`src/rtl/mult_pkg.sv`:
```
// mult_pkg: shared definitions for the shift-and-add multiplier engine.
//   - state_t   : controller FSM state (WAIT = idle/done, EXEC = one op in flight)
//   - ALU_*     : datapath ALU operation codes (aop)
//   - FN_*      : micro-op function codes (op[1:0] when op[4] = 0)
package mult_pkg;

    typedef enum logic {
        WAIT = 1'b0,
        EXEC = 1'b1
    } state_t;

    localparam logic [1:0] ALU_ADD  = 2'b00;
    localparam logic [1:0] ALU_SHR  = 2'b01;
    localparam logic [1:0] ALU_SHL  = 2'b10;
    localparam logic [1:0] ALU_PASS = 2'b11;

    localparam logic [1:0] FN_MOV = 2'b00;
    localparam logic [1:0] FN_SHR = 2'b01;
    localparam logic [1:0] FN_SHL = 2'b10;
    localparam logic [1:0] FN_TST = 2'b11;

endpackage

```
`src/rtl/mult_datapath.sv`:
```
// datapath: three 16-bit registers R0..R2, a one-bit lsb flag and a small ALU.
// Ports:
//   clk   - rising-edge clock
//   Rd    - destination register index (3 = no register)
//   w     - register write enable
//   in    - immediate write value
//   sel   - write-data select: 1 = in, 0 = ALU output
//   Ri    - ALU operand A index (3 reads 0)
//   Rj    - ALU operand B index (3 reads 0)
//   lsb   - flag register, loaded from aout[0]
//   aop   - ALU operation (ADD / SHR / SHL / PASS)
//   loadb - load enable for lsb
//   out   - ALU output (aout)
// Registers and the flag are intentionally not reset; they hold X until written.
module datapath
    import mult_pkg::*;
(
    input  logic        clk,
    input  logic [1:0]  Rd,
    input  logic        w,
    input  logic [15:0] in,
    input  logic        sel,
    input  logic [1:0]  Ri,
    input  logic [1:0]  Rj,
    output logic        lsb,
    input  logic [1:0]  aop,
    input  logic        loadb,
    output logic [15:0] out
);

    logic [15:0] R0, R1, R2;
    logic [15:0] iout, jout, aout;
    logic [15:0] wdata;
    logic [2:0]  load;
    logic        aL;

    // One-hot write decode; Rd = 3 selects nothing.
    always_comb begin
        load = 3'b000;
        if (w) begin
            case (Rd)
                2'd0:    load = 3'b001;
                2'd1:    load = 3'b010;
                2'd2:    load = 3'b100;
                default: load = 3'b000;
            endcase
        end
    end

    always_comb begin
        case (Ri)
            2'd0:    iout = R0;
            2'd1:    iout = R1;
            2'd2:    iout = R2;
            default: iout = 16'h0000;
        endcase
    end

    always_comb begin
        case (Rj)
            2'd0:    jout = R0;
            2'd1:    jout = R1;
            2'd2:    jout = R2;
            default: jout = 16'h0000;
        endcase
    end

    always_comb begin
        case (aop)
            ALU_ADD:  aout = iout + jout;
            ALU_SHR:  aout = iout >> 1;
            ALU_SHL:  aout = iout << 1;
            default:  aout = iout;
        endcase
    end

    assign aL    = aout[0];
    assign wdata = sel ? in : aout;
    assign out   = aout;

    always_ff @(posedge clk) begin
        if (load[0]) R0 <= wdata;
        if (load[1]) R1 <= wdata;
        if (load[2]) R2 <= wdata;
        if (loadb)   lsb <= aL;
    end

endmodule

```
`src/rtl/mult.sv`:
```
// mult: controller for the shift-and-add multiplier engine.
// Ports:
//   clk   - rising-edge clock
//   reset - asynchronous, active-low reset (forces WAIT, done = 1)
//   s     - start request, sampled in WAIT
//   op    - 5-bit micro-op, latched into ir when s is accepted
//   in    - 16-bit immediate (used combinationally by MOV during EXEC)
//   out   - datapath ALU output
//   done  - 1 in WAIT (idle / last op complete), 0 in EXEC
// Handshake: in WAIT, s = 1 at a rising edge accepts op and enters EXEC; the
// next edge performs the single write and returns to WAIT. The host holds
// in stable until done rises and may change op once done is back high.
module mult
    import mult_pkg::*;
(
    input  logic        clk,
    input  logic        reset,
    input  logic        s,
    input  logic [4:0]  op,
    input  logic [15:0] in,
    output logic [15:0] out,
    output logic        done
);

    state_t      state;
    logic [4:0]  ir;

    logic [1:0]  Rd, Ri, Rj, aop;
    logic        w, sel, loadb;
    logic        lsb;

    always_ff @(posedge clk or negedge reset) begin
        if (!reset) begin
            state <= WAIT;
            ir    <= 5'b00000;
        end else begin
            case (state)
                WAIT: begin
                    if (s) begin
                        ir    <= op;
                        state <= EXEC;
                    end
                end
                default: state <= WAIT;
            endcase
        end
    end

    assign done = (state == WAIT);

    // Decode from the latched op. Write strobes are only raised in EXEC so a
    // reset during EXEC drops them immediately and the write is aborted.
    always_comb begin
        Rd    = ir[3:2];
        Ri    = ir[3:2];
        Rj    = ir[1:0];
        aop   = ALU_PASS;
        w     = 1'b0;
        sel   = 1'b0;
        loadb = 1'b0;
        if (ir[4]) begin
            // ADDC: conditional on the flag captured by an earlier TST.
            aop = ALU_ADD;
            w   = (state == EXEC) && lsb;
        end else begin
            case (ir[1:0])
                FN_MOV: begin
                    sel = (state == EXEC);
                    w   = (state == EXEC);
                end
                FN_SHR: begin
                    aop = ALU_SHR;
                    w   = (state == EXEC);
                end
                FN_SHL: begin
                    aop = ALU_SHL;
                    w   = (state == EXEC);
                end
                default: begin
                    loadb = (state == EXEC);
                end
            endcase
        end
    end

    datapath DP (
        .clk   (clk),
        .Rd    (Rd),
        .w     (w),
        .in    (in),
        .sel   (sel),
        .Ri    (Ri),
        .Rj    (Rj),
        .lsb   (lsb),
        .aop   (aop),
        .loadb (loadb),
        .out   (out)
    );

endmodule

```
`config.mk`:
```
export PLATFORM = sky130hd
export DESIGN_NAME = mult
export DESIGN_NICKNAME = d
export VERILOG_FILES = /design/src/rtl/mult_pkg.sv /design/src/rtl/mult_datapath.sv /design/src/rtl/mult.sv
export SDC_FILE = /design/constraint.sdc
export NUM_CORES = 1
export LEC_CHECK = 0
export CAP_MARGIN = 20
export CELL_PAD_IN_SITES_DETAIL_PLACEMENT = 0
export CELL_PAD_IN_SITES_GLOBAL_PLACEMENT = 2
export CORE_ASPECT_RATIO = 1.75
export CORE_MARGIN = 2
export CORE_UTILIZATION = 41
export CTS_CLUSTER_SIZE = 14
export DETAILED_ROUTE_END_ITERATION = 6
export MAX_ROUTING_LAYER = met4
export PLACE_DENSITY = 0.89
export SLEW_MARGIN = 20
export SYNTH_ARGS = -nofsm -noshare
export SYNTH_HDL_FRONTEND = slang
export SYNTH_HIERARCHICAL = 1
export SYNTH_SLANG_ARGS = --single-unit
export TNS_END_PERCENT = 1
```
`constraint.sdc`:
```
create_clock -name clk -period 6.1 [get_ports clk]
set_input_delay 0.915 -clock clk [delete_from_list [all_inputs] [get_ports clk]]
set_output_delay 0.915 -clock clk [all_outputs]
set_load 0.03 [all_outputs]
```
==> metrics.txt <==
# TYPE chip_impl_metric gauge
chip_impl_metric{name="setup_viol_count_final",unit=""} 0
chip_impl_metric{name="maxCapViolations",unit=""} 0
chip_impl_info{name="min_path_type",value="reg -> reg"} 1
chip_impl_metric{name="dpl_worst_slack",unit="ns"} 0.984
chip_impl_metric{name="detailed_place.area",unit="µm²"} 4550
chip_impl_metric{name="postCtsResizedCells",unit=""} 0
chip_impl_metric{name="hold_vio_cnt_final",unit=""} 0
chip_impl_metric{name="rows",unit=""} 47
chip_impl_metric{name="cts-buffers-inserted",unit=""} 5
chip_impl_metric{name="slew_violations",unit=""} 0
chip_impl_info{name="post-synth-top-count-cell",value="sky130_fd_sc_hd__edfxtp_1"} 1
chip_impl_metric{name="num_vias",unit=""} 3224
chip_impl_metric{name="yosysUniqueCellTypes",unit=""} 62
chip_impl_metric{name="drive_above_1_share",unit="%"} 12.1
chip_impl_metric{name="antenna_violating_nets_post_route",unit=""} 0
chip_impl_metric{name="postCtsSetupRepairBufs",unit=""} 0
chip_impl_metric{name="first_pass_grt_wire_length",unit="mm"} 17.8
chip_impl_metric{name="detail_route.wl_per_cell",unit="µm"} 20.9
chip_impl_metric{name="h-tree-depth",unit=""} 2
chip_impl_metric{name="cts.path.max_buffers",unit=""} 2
chip_impl_metric{name="final.setup.worst_slack",unit="ns"} 0.678
chip_impl_info{name="run_status",value="finished clean"} 1
chip_impl_info{name="yosysTopAreaCell",value="sky130_fd_sc_hd__edfxtp_1"} 1
chip_impl_metric{name="synth_seq_area_share",unit="%"} 40.3
chip_impl_metric{name="antenna_cells_inserted",unit=""} 0
chip_impl_metric{name="vdd_drop_max",unit="mV"} 0.182
chip_impl_metric{name="avgViaCountPerCell",unit=""} 5.92
chip_impl_metric{name="dp_hpwl",unit="mm"} 8.65
chip_impl_metric{name="final.setup.tns",unit="ns"} 0
chip_impl_metric{name="initial_core_util",unit="%"} 42.2
chip_impl_metric{name="die_w",unit="µm"} 78.9
chip_impl_metric{name="place.detailed.instances",unit=""} 537
chip_impl_metric{name="design.core.area",unit="µm²"} 9530
chip_impl_metric{name="grt-ovfl-total",unit=""} 0
chip_impl_metric{name="synth_area",unit="µm²"} 4020
chip_impl_metric{name="detailedRoute.firstPassIterationCount",unit=""} 4
chip_impl_info{name="cts_tree",value="yes"} 1
chip_impl_info{name="worst_setup_path_end_kind",value="primary output"} 1
chip_impl_metric{name="finalNonFillerCells",unit=""} 545
chip_impl_info{name="grt_setup_unrepaired",value="false"} 1
chip_impl_info{name="timing_worst_setup_path_type",value="reg -> out"} 1
chip_impl_metric{name="number_of_flip_flops_and_latches_in_the_synthesized_netlist",unit=""} 55
chip_impl_metric{name="worst_pin_slew",unit="ns"} 1.03
chip_impl_metric{name="die_y",unit="µm"} 135
chip_impl_metric{name="pin_count",unit=""} 41
chip_impl_metric{name="clock_sinks",unit=""} 55
chip_impl_metric{name="critPathMaxFanout",unit=""} 21
chip_impl_metric{name="clkLatencyLatePin",unit="ns"} 0.30
chip_impl_metric{name="yosysWarningCount",unit=""} 6
chip_impl_metric{name="synth_async_sr_flop_share",unit="%"} 10.9
chip_impl_metric{name="design.final.nets",unit=""} 462
chip_impl_metric{name="postLayoutCellArea",unit="µm²"} 4700
chip_impl_metric{name="post-route-period-util",unit="%"} 88.9
chip_impl_metric{name="total_leakage_power",unit="nW"} 1.80
chip_impl_metric{name="drt_initial_violations",unit=""} 202
chip_impl_metric{name="drcViolationCount",unit=""} 0
chip_impl_metric{name="area_delta_synth_final",unit="%"} 16.8
chip_impl_metric{name="port_bufs",unit=""} 40
chip_impl_metric{name="dieArea",unit="µm²"} 10700
chip_impl_info{name="start_kind",value="flip-flop"} 1
chip_impl_metric{name="timing.final.crit_period",unit="ns"} 5.42
chip_impl_metric{name="synth-edff-count",unit=""} 49
chip_impl_metric{name="first_global_vias",unit=""} 3333
chip_impl_metric{name="upper_clock_frequency_limit",unit="MHz"} 184
chip_impl_metric{name="wirelength",unit="mm"} 11.4
chip_impl_metric{name="timing.critical_path.required",unit="ns"} 5.18
chip_impl_metric{name="synthesis.instances",unit=""} 386
chip_impl_metric{name="synth_fp_nets",unit=""} 426
chip_impl_info{name="buffer_cell_driving_the_clock_tree_root",value="sky130_fd_sc_hd__clkbuf_16"} 1
chip_impl_metric{name="maxSlewHeadroom",unit="%"} 31.1
chip_impl_metric{name="worst_path_clk_slew",unit="ns"} 0.07
chip_impl_metric{name="cts_hold_buffers",unit=""} 0
chip_impl_info{name="yosys_most_used_dff",value="sky130_fd_sc_hd__edfxtp_1"} 1
chip_impl_metric{name="fin_skew",unit="ns"} 0.00536
chip_impl_metric{name="cellPowerDensity",unit="nW/µm²"} 369
chip_impl_metric{name="post_synth.cell_area_avg",unit="µm²"} 10.4
chip_impl_metric{name="pin_count_of_the_biggest_net_entering_global_routing",unit=""} 27
chip_impl_metric{name="antenna_violations_before_repair",unit=""} 0
chip_impl_metric{name="place.gp.congestion",unit=""} 0.934
chip_impl_info{name="ys_top_cells_by_count",value="sky130_fd_sc_hd__edfxtp_1 (49), sky130_fd_sc_hd__nand2_1 (43), sky130_fd_sc_hd__mux2i_1 (37)"} 1
chip_impl_info{name="synth_area_leaders",value="sky130_fd_sc_hd__edfxtp_1 (37%), sky130_fd_sc_hd__mux2i_1 (9.2%), sky130_fd_sc_hd__ha_1 (4.7%)"} 1
chip_impl_metric{name="yosysTopAreaCellShare",unit="%"} 36.6
chip_impl_metric{name="cp_data_arrival_time",unit="ns"} 4.51
chip_impl_metric{name="global_route.usage.total",unit="%"} 22.6
==> layout make-up <==
class | instances | area, µm²
multi-input cells | 296 | 2250
well taps | 122 | 153
clock inverters | 3 | 23.8
clock buffers | 5 | 125
inverters | 15 | 56.3
repair buffers | 49 | 468
fillers | 899 | 4830
flip-flops and latches | 55 | 1620
==> cell families after synthesis <==
| kind of cell | count (synthesis) | synth area share [%] |
|---|---|---|
| compound gates | 114 | 19.1 |
| xor+xnor | 6 | 1.31 |
| fa+ha+maj | 16 | 5.16 |
| buf+inv | 35 | 4.23 |
| flops | 55 | 40.3 |
| mux | 60 | 17.9 |
| simple gates | 100 | 12.0 |
==> metal layers <==
| layer | track usage (%) | vias up | share of wire (%) |
|---|---|---|---|
| li1 | - | 1559 | - |
| met1 | 24.1 | 1564 | 39 |
| met2 | 42.4 | 79 | 55 |
| met3 | 2.67 | 22 | 2.8 |
| met4 | 8.24 | 0 | 3.3 |
| met5 | - | - | 0 |
==> final timing paths <==
| kind | cells after the start | from | to | slack (ns) |
|---|---|---|---|---|
| max reg2reg | 12 | ir[0] | DP/R1[14] | 2.11 |
| min in group asynchronous | 1 | reset | ir[4] | 0.85 |
| min reg2reg | 1 | state | state | 0.62 |
| max | 12 | ir[0] | out[10] | 0.68 |
| max in group asynchronous | 1 | reset | ir[0] | 5.03 |
| min | 1 | state | state | 0.62 |
==> placed cells by master, fill, tap and decap left out, types with 3 or more instances in the layout <==
cell type	n
sky130_fd_sc_hd__o21ai_1	11
sky130_fd_sc_hd__a21oi_1	16
sky130_fd_sc_hd__dfrtp_1	6
sky130_fd_sc_hd__edfxtp_1	49
sky130_fd_sc_hd__xnor2_1	3
sky130_fd_sc_hd__nor2b_1	4
sky130_fd_sc_hd__a21o_1	4
sky130_fd_sc_hd__and3_1	3
sky130_fd_sc_hd__ha_1	15
sky130_fd_sc_hd__inv_1	15
sky130_fd_sc_hd__xor2_1	3
sky130_fd_sc_hd__o211ai_1	5
sky130_fd_sc_hd__mux2i_1	37
sky130_fd_sc_hd__o221ai_1	3
sky130_fd_sc_hd__nor4_1	3
sky130_fd_sc_hd__clkdlybuf4s50_1	40
sky130_fd_sc_hd__mux4_2	6
sky130_fd_sc_hd__nor3_1	3
sky130_fd_sc_hd__nand3_1	7
sky130_fd_sc_hd__a211o_1	4
sky130_fd_sc_hd__nor2_1	14
sky130_fd_sc_hd__a22oi_1	3
sky130_fd_sc_hd__a31oi_1	3
sky130_fd_sc_hd__nand2_1	43
sky130_fd_sc_hd__clkbuf_16	5
sky130_fd_sc_hd__mux2_4	6
sky130_fd_sc_hd__o2bb2ai_1	4
sky130_fd_sc_hd__a211oi_1	4
sky130_fd_sc_hd__o21a_1	5
sky130_fd_sc_hd__nand2b_1	8
sky130_fd_sc_hd__mux2_2	11
sky130_fd_sc_hd__o21ai_0	27
sky130_fd_sc_hd__buf_4	9
==> through the flow <==
stage	total power [mW]	hold WS, ns	util, %
3_3_place_gp	1.44	0.603	47.7
5_1_grt	1.83	0.678	49.3
4_1_cts	1.73	0.630	49.3
3_5_place_dp	1.44	0.617	47.7
6_report	1.73	0.616	49.3
2_1_floorplan	1.16	0.544	-
==> registers in the layout, indices dropped and copies added, names as in the netlist <==
| register | flops |
|---|---|
| DP/R1 | 16 |
| DP/lsb | 1 |
| ir | 5 |
| state | 1 |
| DP/R2 | 16 |
| DP/R0 | 16 |
==> worst max-delay path, cell delays in order (launching register included) <==
cell and delay, ns:
sky130_fd_sc_hd__dfrtp_1 0.77, sky130_fd_sc_hd__nor2b_1 0.48, sky130_fd_sc_hd__buf_4 0.27, sky130_fd_sc_hd__nand2_1 0.06, sky130_fd_sc_hd__o21ai_0 0.07, sky130_fd_sc_hd__ha_1 0.21, sky130_fd_sc_hd__fa_1 0.24, sky130_fd_sc_hd__a211oi_1 0.10
sky130_fd_sc_hd__nor2_1 0.31, sky130_fd_sc_hd__o21ai_0 0.28, sky130_fd_sc_hd__and3_1 0.26, sky130_fd_sc_hd__o31ai_1 0.39, sky130_fd_sc_hd__clkdlybuf4s50_1 0.76
==> power by group <==
part / total (mW) / switching, mW / internal, mW
combinational: 0.925 / 0.545 / 0.380
sequential: 0.513 / 0.0263 / 0.487
clock: 0.295 / 0.140 / 0.155
total: 1.73 / 0.712 / 1.02
No activity file was read; power rests on OpenSTA's default activity.
